===== config.mk =====
export PLATFORM = sky130hd
export DESIGN_NAME = jtsimson_obj_draw
export DESIGN_NICKNAME = d
export VERILOG_FILES = /design/src/rtl/jtsimson_obj_draw.sv
export SDC_FILE = /design/constraint.sdc
export NUM_CORES = 1
export LEC_CHECK = 0
export CAP_MARGIN = 0
export CORE_UTILIZATION = 53
export CTS_CLUSTER_DIAMETER = 150
export DETAILED_ROUTE_END_ITERATION = 10
export HOLD_SLACK_MARGIN = 0.12
export PLACE_DENSITY = 0.81
export SETUP_SLACK_MARGIN = 0.15
export SYNTH_ARGS = -nofsm -noshare
export SYNTH_HDL_FRONTEND = slang
export SYNTH_SLANG_ARGS = --single-unit

===== constraint.sdc =====
create_clock -name clk -period 6.2 [get_ports clk]
set_input_delay 0.62 -clock clk [delete_from_list [all_inputs] [get_ports clk]]
set_output_delay 0.62 -clock clk [all_outputs]
set_load 0.01 [all_outputs]

===== src/rtl/jtsimson_obj_draw.sv =====
// Object line drawer: fetches one 16-pixel 4bpp tile row from object ROM,
// then writes the zoomed, flipped, non-transparent pixels to the line buffer.
//
// Ports
//   rst, clk, cen       async active-high reset, clock, clock enable
//   dr_start/dr_busy    draw request from the table scanner / busy back
//   code..hz_keep       tile row description, latched on dr_start
//   rom_addr/cs/data/ok object ROM port, {code, ysub_eff, half}
//   buf_addr/din/we     object line buffer write port

module jtsimson_obj_draw #(
  parameter logic [9:0] HZ_ONE = 10'h40,
  parameter logic [9:0] HZ_MIN = 10'h04
) (
  input  logic        rst,
  input  logic        clk,
  input  logic        cen,
  input  logic        dr_start,
  output logic        dr_busy,
  input  logic [15:0] code,
  input  logic [ 9:0] attr,
  input  logic [ 1:0] shd,
  input  logic [ 8:0] hpos,
  input  logic [ 3:0] ysub,
  input  logic        hflip,
  input  logic        vflip,
  input  logic [ 9:0] hzoom,
  input  logic        hz_keep,
  output logic [20:0] rom_addr,
  output logic        rom_cs,
  input  logic [31:0] rom_data,
  input  logic        rom_ok,
  output logic [ 8:0] buf_addr,
  output logic [15:0] buf_din,
  output logic        buf_we
);

  if (HZ_MIN == 10'd0 || HZ_MIN > HZ_ONE) begin : g_bad_hz
    $error("HZ_MIN must be nonzero and not above HZ_ONE");
  end

  typedef enum logic [1:0] {
    IDLE,
    FETCH0,
    FETCH1,
    DRAW
  } state_t;

  state_t      state_q, state_d;
  logic [15:0] code_q, code_d;
  logic [ 3:0] ysub_q, ysub_d;
  logic [ 9:0] attr_q, attr_d;
  logic [ 1:0] shd_q, shd_d;
  logic        hflip_q, hflip_d;
  logic [ 9:0] hz_q, hz_d;
  logic [ 8:0] x_q, x_d;
  logic [ 9:0] src_q, src_d;
  logic [63:0] row_q, row_d;
  logic        skip_q, skip_d;
  logic        half_q, half_d;
  logic        cs_q, cs_d;
  logic        busy_q, busy_d;
  logic        we_q, we_d;
  logic [ 8:0] baddr_q, baddr_d;
  logic [15:0] bdin_q, bdin_d;

  logic [ 3:0] idx;
  logic [ 3:0] pxl;
  logic [10:0] sum;

  // Pixel n of the row sits at nibble 15-n, i.e. ~n.
  assign idx = src_q[9:6] ^ {4{hflip_q}};
  assign pxl = row_q[{~idx, 2'b00} +: 4];
  assign sum = {1'b0, src_q} + {1'b0, hz_q};

  always_comb begin
    state_d = state_q;
    code_d  = code_q;
    ysub_d  = ysub_q;
    attr_d  = attr_q;
    shd_d   = shd_q;
    hflip_d = hflip_q;
    hz_d    = hz_q;
    x_d     = x_q;
    src_d   = src_q;
    row_d   = row_q;
    skip_d  = skip_q;
    half_d  = half_q;
    cs_d    = cs_q;
    busy_d  = busy_q;
    we_d    = 1'b0;
    baddr_d = baddr_q;
    bdin_d  = bdin_q;
    unique case (state_q)
      IDLE: begin
        if (dr_start) begin
          code_d  = code;
          ysub_d  = vflip ? ~ysub : ysub;
          attr_d  = attr;
          shd_d   = shd;
          hflip_d = hflip;
          hz_d    = (hzoom < HZ_MIN) ? HZ_MIN : hzoom;
          // With hz_keep the x/src left by the last
          // tile carry on, so zoomed objects stay seamless.
          if (!hz_keep) begin
            x_d   = hpos;
            src_d = 10'd0;
          end
          half_d  = 1'b0;
          skip_d  = 1'b1;
          cs_d    = 1'b1;
          busy_d  = 1'b1;
          state_d = FETCH0;
        end
      end
      FETCH0: begin
        // rom_ok still refers to the old address
        // on the first cen after a change.
        if (skip_q) begin
          skip_d = 1'b0;
        end else if (rom_ok) begin
          row_d[63:32] = rom_data;
          half_d  = 1'b1;
          skip_d  = 1'b1;
          state_d = FETCH1;
        end
      end
      FETCH1: begin
        if (skip_q) begin
          skip_d = 1'b0;
        end else if (rom_ok) begin
          row_d[31:0] = rom_data;
          cs_d    = 1'b0;
          state_d = DRAW;
        end
      end
      DRAW: begin
        we_d    = pxl != 4'd0;
        baddr_d = x_q;
        bdin_d  = {shd_q, attr_q, pxl};
        x_d     = x_q + 9'd1;
        src_d   = sum[9:0];
        if (sum[10]) begin
          busy_d  = 1'b0;
          state_d = IDLE;
        end
      end
      default: begin
        state_d = IDLE;
      end
    endcase
  end

  always_ff @(posedge clk or posedge rst) begin
    if (rst) begin
      state_q <= IDLE;
      code_q  <= '0;
      ysub_q  <= '0;
      attr_q  <= '0;
      shd_q   <= '0;
      hflip_q <= 1'b0;
      hz_q    <= '0;
      x_q     <= '0;
      src_q   <= '0;
      row_q   <= '0;
      skip_q  <= 1'b0;
      half_q  <= 1'b0;
      cs_q    <= 1'b0;
      busy_q  <= 1'b0;
      we_q    <= 1'b0;
      baddr_q <= '0;
      bdin_q  <= '0;
    end else if (cen) begin
      state_q <= state_d;
      code_q  <= code_d;
      ysub_q  <= ysub_d;
      attr_q  <= attr_d;
      shd_q   <= shd_d;
      hflip_q <= hflip_d;
      hz_q    <= hz_d;
      x_q     <= x_d;
      src_q   <= src_d;
      row_q   <= row_d;
      skip_q  <= skip_d;
      half_q  <= half_d;
      cs_q    <= cs_d;
      busy_q  <= busy_d;
      we_q    <= we_d;
      baddr_q <= baddr_d;
      bdin_q  <= bdin_d;
    end
  end

  assign dr_busy  = busy_q;
  assign rom_addr = {code_q, ysub_q, half_q};
  assign rom_cs   = cs_q;
  assign buf_addr = baddr_q;
  assign buf_din  = bdin_q;
  assign buf_we   = we_q;

endmodule


# After elaboration in Yosys (flattened, before gate mapping)
# Cells that the tools add are included.
# word_totals
elab_cells	81
regBits	158
# classes
eq_ne	10
reduce_logical	16
shift	1
mux	29
n_addsub	2
bitwise	4
n_lt_le_gt_ge	1
# op_table
cell	count
$shiftx 64x7->4	1
$mux 10	3
$pmux 10 s2	1
$mux 9	2
$pmux 9 s2	1
$reduce_and 4->1	4
$ne 2x2->1 const B	7
$mux 2	6
$add 10x10->11	1
$lt 10x3->1 const B	1
$mux 1	10
$reduce_and 5->1	2
$add 9x1->9 const B	1
$not 4->4	2
$pmux 2 s4	1
$reduce_and 7->1	1
$pmux 1 s2	3
$reduce_and 3->1	2
$reduce_bool 2->1	3
$eq 2x2->1 const B	2
$mux 4	1
$reduce_bool 4->1	1
$xor 4x4->4	1
$pmux 1 s3	1
other kinds (5)	5

# Longest topological paths before layout
# Gate-level depths: netlist (run 1).
# logic_depth
depth_word	5
depth_mapped	10
depth_no_buf	10

# Least setup slack after synthesis (run 1)
# OpenSTA, ideal clock, no wires.
# synth_timing
path_type	register to register
from	register hz_q[0]
to	register state_q[1]
t_arrival_ns	2.117
path_slack_ns	3.955
path_stages_with_launch	11
required_ns	6.072
n_path_buf	0
path_cell_list	dfrtp_1 -> ha_1 -> inv_1 -> fa_1 -> nor2b_1 -> o21a_1 -> o21ai_1 -> a21oi_1 -> a211oi_1 -> nor3_1 -> mux2_1
# synth_between
elab_chain_len	3
# synth_rtl
element	line_no	rtl
start: declaration	55	logic [ 9:0] hz_q, hz_d;
start signal: assignment	180	hz_q <= hz_d;
$add 10x10->11	74	assign sum = {1'b0, src_q} + {1'b0, hz_q};
$ne 2x2->1 (no source line)	--	
$reduce_and 7->1 (no source line)	--	
end signal: assignment	174	state_q <= state_d;
end: declaration	49	state_t state_q, state_d;
# Every way passes these cells.
# A chain may end at the register's enable or synchronous reset.

# Final worst setup path (run 1)
# layout_timing
from	register src_q[6]
to	register we_q (netlist: buf_we)
# layout_between
elab_chain_len	5
# layout_rtl
element	line_no	rtl
start: declaration	57	logic [ 9:0] src_q, src_d;
start signal: assignment	182	src_q <= src_d;
$xor 4x4->4	72	assign idx = src_q[9:6] ^ {4{hflip_q}};
$not 4->4	73	assign pxl = row_q[{~idx, 2'b00} +: 4];
$shiftx 64x7->4	73	
$reduce_bool 4->1	138	we_d = pxl != 4'd0;
$mux 1	94	unique case (state_q)
end signal: assignment	188	we_q <= we_d;
end: declaration	63	logic we_q, we_d;
# Every way passes these cells.

==> results_dict.tcl, run 1 <==
set metrics [dict create \
    outcome "complete, no violations" \
    critPathSlowestCell "dfrtp_1" \
    drt_iter0_markers 419 \
    p_leak_nw 4.33 \
    clockRootBuffer "clkbuf_16" \
    area_growth_pct 27.1 \
    use_met1_pct 33.2 \
    multi_input_area_um2 3430 \
    cap_violations 0 \
    ys.flop_type "dfrtp_1" \
    fin_nets 946 \
    setup_tns_ns 0 \
    grt_antenna_before_repair 0 \
    grt_use_met2_pct 46.8 \
    tightest_slew_ns 1.15 \
    fin_skew_ns 0.00964 \
    die_h_um 122 \
    reg2regPathDepth 7 \
    finalCritPeriodShare_pct 50.3 \
    dp_hpwl_mm 13.3 \
    yosys_warnings 0 \
    cts_tree "built" \
    cts-hold-fix-buffers 0 \
    synth_cell_types 62 \
    ff2ff_setup_slack_ns 3.08 \
    rsz0062_at_grt "no" \
    layout-drive-gt1-share_pct 15.7 \
    setup_viol 0 \
    critical_path_class "reg2reg" \
    die_x_um 122 \
    syn_inst 714 \
    ctsResizeCount 0 \
    cp_data_arrival_time_ns 3.38 \
    grt_pass1_vias 6127 \
    async_reset_ff_share_pct 100 \
    num_rows 43 \
    grt-ovfl-total 0 \
    hold_start "src_q[0]" \
    r2r_end "buf_we" \
    synth_top_area_cell "dfrtp_1" \
    met3_usage_pct 7.77 \
    vdd_drop_max_uv 264 \
    finalHoldViolCount 0 \
    max_freq_ghz 0.320 \
    cp-end-kind "register" \
    synth.top_cell.area_share_pct 52.0 \
    routed_wl_mm 19.0 \
    synth-seq-cells 158 \
    cts_max_level 4 \
    synth_fp_nets 821 \
    busiest_layer "met2" \
    antennaDiodeCount 0 \
    drv_slew 0 \
    hold_ws_ns 0.470 \
    slew_headroom_pct 22.8 \
    hold_end "src_q[0]" \
    syn_area_um2 7600 \
    min_path_cells 2 \
    cp_cell_sequence "nor2b_1 > mux2_4 > a222oi_1 > nand3_1 > a22o_1 > nor4_1 > o22ai_2" \
    grt_pass1_wl_mm 30.9 \
    mostFrequentLayoutCell "dfrtp_1" \
    regArea_um2 3950 \
    vias_per_cell 5.73 \
    track_usage_pct 27.2 \
    numCtsBuffers 17 \
    io_pins 140 \
    antenna_left 0 \
    synth-edff-count 0 \
    fillers 1033 \
    critPathMaxFanout 25 \
    period_minus_slack_ns 3.12 \
    clk_pin_slew_ns 0.07 \
    start_util_pct 54.5 \
    synth.area.top_cells "dfrtp_1, mux2_2, nand2_1" \
    clock_latency_ns 0.43 \
    clockBufferDepth 2 \
    worst_slack_ns 3.08 \
    drc 0 \
    required_ns 6.46 \
    io_buffers 139 \
    power_density_nw_per_um2 522 \
    cp-start-kind "register" \
    grt_max_degree 99 \
    hold_path_class "reg2reg" \
    critPathMaxStageDelay_ns 1.03 \
    ys_seq_area_share_pct 52.0 \
    pre_cts_ws_ns 3.13 \
    final_cell_mix "dfrtp_1, nand2_1, clkdlybuf4s50_1" \
    final_area_um2 9660 \
    vias 5911 \
    r2r_start "src_q[6]" \
    core_um2 13900 \
    avgSynthCellArea_um2 10.6 \
    routabilityCongestion 0.896 \
    cts.sinks 158 \
    drt-pass1-iter-count 5 \
    die_area_um2 14800 \
    post_dp_cell_area_um2 9100 \
    post_cts_buffers 0 \
    wl_per_cell_um 18.4 \
]
-- metal layers --
| metal | vias to the layer above | routed length (um) |
|---|---|---|
| met2 | 186 | 9620 |
| met1 | 2938 | 7870 |
| li1 | 2765 | - |
| met3 | 22 | 1230 |
| met5 | - | 0 |
| met4 | 0 | 256 |
-- where the power goes --
part	switching [mW]	total [mW]	internal [mW]	leakage, nW
Clock	0.428	0.991	0.563	0.270
Sequential	0.452	1.97	1.52	1.96
Combinational	0.986	2.08	1.09	2.10
Total	1.87	5.04	3.17	4.33
-- cells by family (layout without fill, tap and decap cells) --
family          Yosys count  count (layout)  share of synthesized area (%)
flops                   158             158                           52.0
simple gates            221             221                           12.6
mux                     109             109                           16.0
xor+xnor                 13              13                           1.60
fa+ha+maj                16              16                           2.73
compound gates          142             142                           12.2
buf+inv                  55             192                           2.90
-- area by class of cell --
cell class / instances / area share [%]
timing repair buffer: 143 / 14.7
sequential: 158 / 40.9
inverter: 18 / 0.751
tap: 180 / 2.33
clock inverter: 12 / 1.17
multi-input combinational: 501 / 35.5
clock buffer: 19 / 4.59
-- worst max-delay path: cells and delay by family (launching register included) --
family	cells	cell delay [ns]
AO/OA/AOI/OAI	3	0.69
flip-flops	1	1.03
multiplexers	1	0.40
AND/OR/NAND/NOR	3	0.81
-- state kept, by name, summed over array words and instances, names as in the netlist, 9 cells and up --
| name | count |
|---|---|
| attr_q | 10 |
| buf_addr | 9 |
| buf_din | 16 |
| code_q | 16 |
| hz_q | 10 |
| row_q | 64 |
| src_q | 10 |
| x_q | 9 |
-- synth_stat cells, types with 8 or more instances --
master,n
a21oi_1,37
buf_2,8
clkbuf_1,24
dfrtp_1,158
ha_1,15
inv_1,18
mux2_2,91
mux2i_1,14
nand2_1,146
nand2b_1,11
nand3_1,15
nor2_1,19
o21ai_0,30
o22ai_1,14
xnor2_1,9
-- how the worst max path moves through the flow --
stage	start	endpoint	slack, ns	cells after the start
floorplan	rst	attr_q[0]	1.32	1
global placement	src_q[6]	buf_we	3.30	7
detailed placement	src_q[6]	buf_we	3.13	7
CTS	src_q[6]	buf_we	3.10	7
global route	src_q[6]	buf_we	2.87	7
finish	src_q[6]	buf_we	3.08	7
-- stage by stage --
step | utilization (%) | std cells | total power, mW
6_report | 69.3 | 1031 | 5.04
5_1_grt | 69.3 | 1031 | 5.35
4_1_cts | 69.3 | 1031 | 5.04
3_5_place_dp | 65.3 | 1000 | 4.03
3_3_place_gp | 65.3 | 1000 | 3.94
2_1_floorplan | - | 714 | 3.24
Power figures use the tool's default switching activity.
==> run 2: changes to the inputs <==
clock period = 3.2 ns   (was 6.2 ns; I/O delays follow)
==> run 2 against run 1 <==
Sequential power increased by 91%. Register-to-register slack lost 2.6 ns. Setup slack got worse by 2.6 ns. Clock skew is 0.0015 ns lower. Utilization grew 0.64 points. Largest power group unchanged. Highest routed layer unchanged.
==> results_dict.tcl, run 2 (synthesis results as in run 1) <==
set metrics [dict create \
    fillers 1064 \
    cp-start-kind "register" \
    cp_data_arrival_time_ns 3.05 \
    vias 5868 \
    largest_reg_flops 64 \
    setup_viol 0 \
    num_rows 43 \
    die_h_um 122 \
    track_usage_pct 27.3 \
    drc 0 \
    drv_slew 0 \
    rsz0062_at_grt "no" \
    mostFrequentLayoutCell "dfrtp_1" \
    critPathMaxFanout 21 \
    drt-pass1-iter-count 10 \
    p_total_mw 9.91 \
    die_area_um2 14800 \
    cts.sinks 158 \
    grt_pass1_vias 6048 \
    io_buffers 139 \
    grt-ovfl-total 0 \
    crit_start "src_q[7]" \
    antennaDiodeCount 0 \
    numCtsBuffers 17 \
    regArea_um2 3950 \
    die_x_um 122 \
    vias_per_cell 5.66 \
    vdd_drop_max_uv 618 \
    fin_skew_ns 0.00814 \
    power_density_nw_per_um2 1020 \
    grt_antenna_before_repair 0 \
    dp_hpwl_mm 13.6 \
    clk_pin_slew_ns 0.06 \
    fin_nets 953 \
    layout-drive-gt1-share_pct 16.2 \
    grt_max_degree 159 \
    pre_cts_ws_ns 0.584 \
    cts_tree "built" \
    start_util_pct 54.5 \
    finalHoldViolCount 0 \
    period_minus_slack_ns 2.75 \
    clockRootBuffer "clkbuf_16" \
    max_freq_ghz 0.363 \
    r2r_start "src_q[7]" \
    slew_headroom_pct 39.2 \
    post_cts_buffers 0 \
    io_pins 140 \
    clock_latency_ns 0.42 \
    outcome "complete, no violations" \
    routed_wl_mm 19.2 \
    cap_violations 0 \
    routabilityCongestion 0.920 \
    area_growth_pct 28.3 \
    required_ns 3.50 \
    hold_path_class "in2reg" \
    clockBufferDepth 2 \
    multi_input_area_um2 3430 \
    cts-hold-fix-buffers 0 \
    hold_start "attr[5]" \
    core_um2 13900 \
    cts_max_level 4 \
    ff2ff_setup_slack_ns 0.45 \
    final_cell_mix "dfrtp_1, nand2_1, clkdlybuf4s50_1" \
    antenna_left 0 \
    grt_pass1_wl_mm 30.7 \
    finalCritPeriodShare_pct 86.0 \
    ctsResizeCount 0 \
    worst_slack_ns 0.448 \
    top_register "row_q" \
    tightest_slew_ns 0.911 \
    setup_tns_ns 0 \
    critical_path_class "reg2reg" \
    p_leak_nw 4.37 \
    placed_cells 1007 \
    drt_iter0_markers 469 \
    wl_per_cell_um 18.5 \
    hold_ws_ns 0.416 \
    final_cells 1037 \
    cp-end-kind "register" \
]
==> run 2: changes by cell type in the layout (fill, tap and decap cells not counted) <==
cell and delta:
buf_4 +6, clkinv_4 -3, clkbuf_8 +2, clkinv_2 -2, buf_12 +1, bufinv_16 +1
clkbuf_1 +1, clkinvlp_4 +1, inv_6 -1
==> run 2: final timing paths <==
| path | to | depth (start not counted) |
|---|---|---|
| min in group asynchronous | row_q[50] | 3 |
| hold / removal | attr_q[5] | 3 |
| max in group asynchronous | hz_q[3] | 3 |
| setup / recovery | state_q[1] | 7 |
| setup reg to reg | state_q[1] | 7 |
| hold reg to reg | src_q[0] | 2 |
==> run 2: critical path: stages (launching register included) <==
cell and delay [ns]:
dfrtp_1 0.76, ha_1 0.40, a21o_1 0.19, o31ai_1 0.31, a21oi_1 0.12, a211oi_1 0.38
nor3_1 0.14, mux2_1 0.33
==> run 2: cell type report <==
| type | instances | share of cell area [%] |
|---|---|---|
| clock buffers | 22 | 4.86 |
| clock inverters | 8 | 1.09 |
| inverters | 18 | 0.732 |
| multi-input cells | 501 | 35.2 |
| flip-flops and latches | 158 | 40.6 |
| well taps | 180 | 2.31 |
| repair buffers | 150 | 15.2 |
==> run 2: stage by stage <==
step / util (%) / instance area [um2]
after floorplan: - / 7600
after global placement: 65.8 / 9170
after detailed placement: 65.8 / 9170
after CTS: 70.0 / 9750
after global routing: 70.0 / 9750
final: 70.0 / 9750
==> run 2: per-layer routing <==
layer | up-vias | share of wire, % | global-route usage, %
li1 | 2772 | - | -
met1 | 2871 | 40 | 31.3
met2 | 184 | 51 | 47.1
met3 | 41 | 6.7 | 9.04
met4 | 0 | 2.8 | 10.6
met5 | - | 0 | 0
==> run 2: where the power goes <==
| part | internal [mW] | total [mW] | switching, mW |
|---|---|---|---|
| clock | 1.21 | 2.00 | 0.792 |
| combinational | 2.14 | 4.15 | 2.00 |
| sequential | 2.94 | 3.77 | 0.824 |
| total | 6.29 | 9.91 | 3.62 |
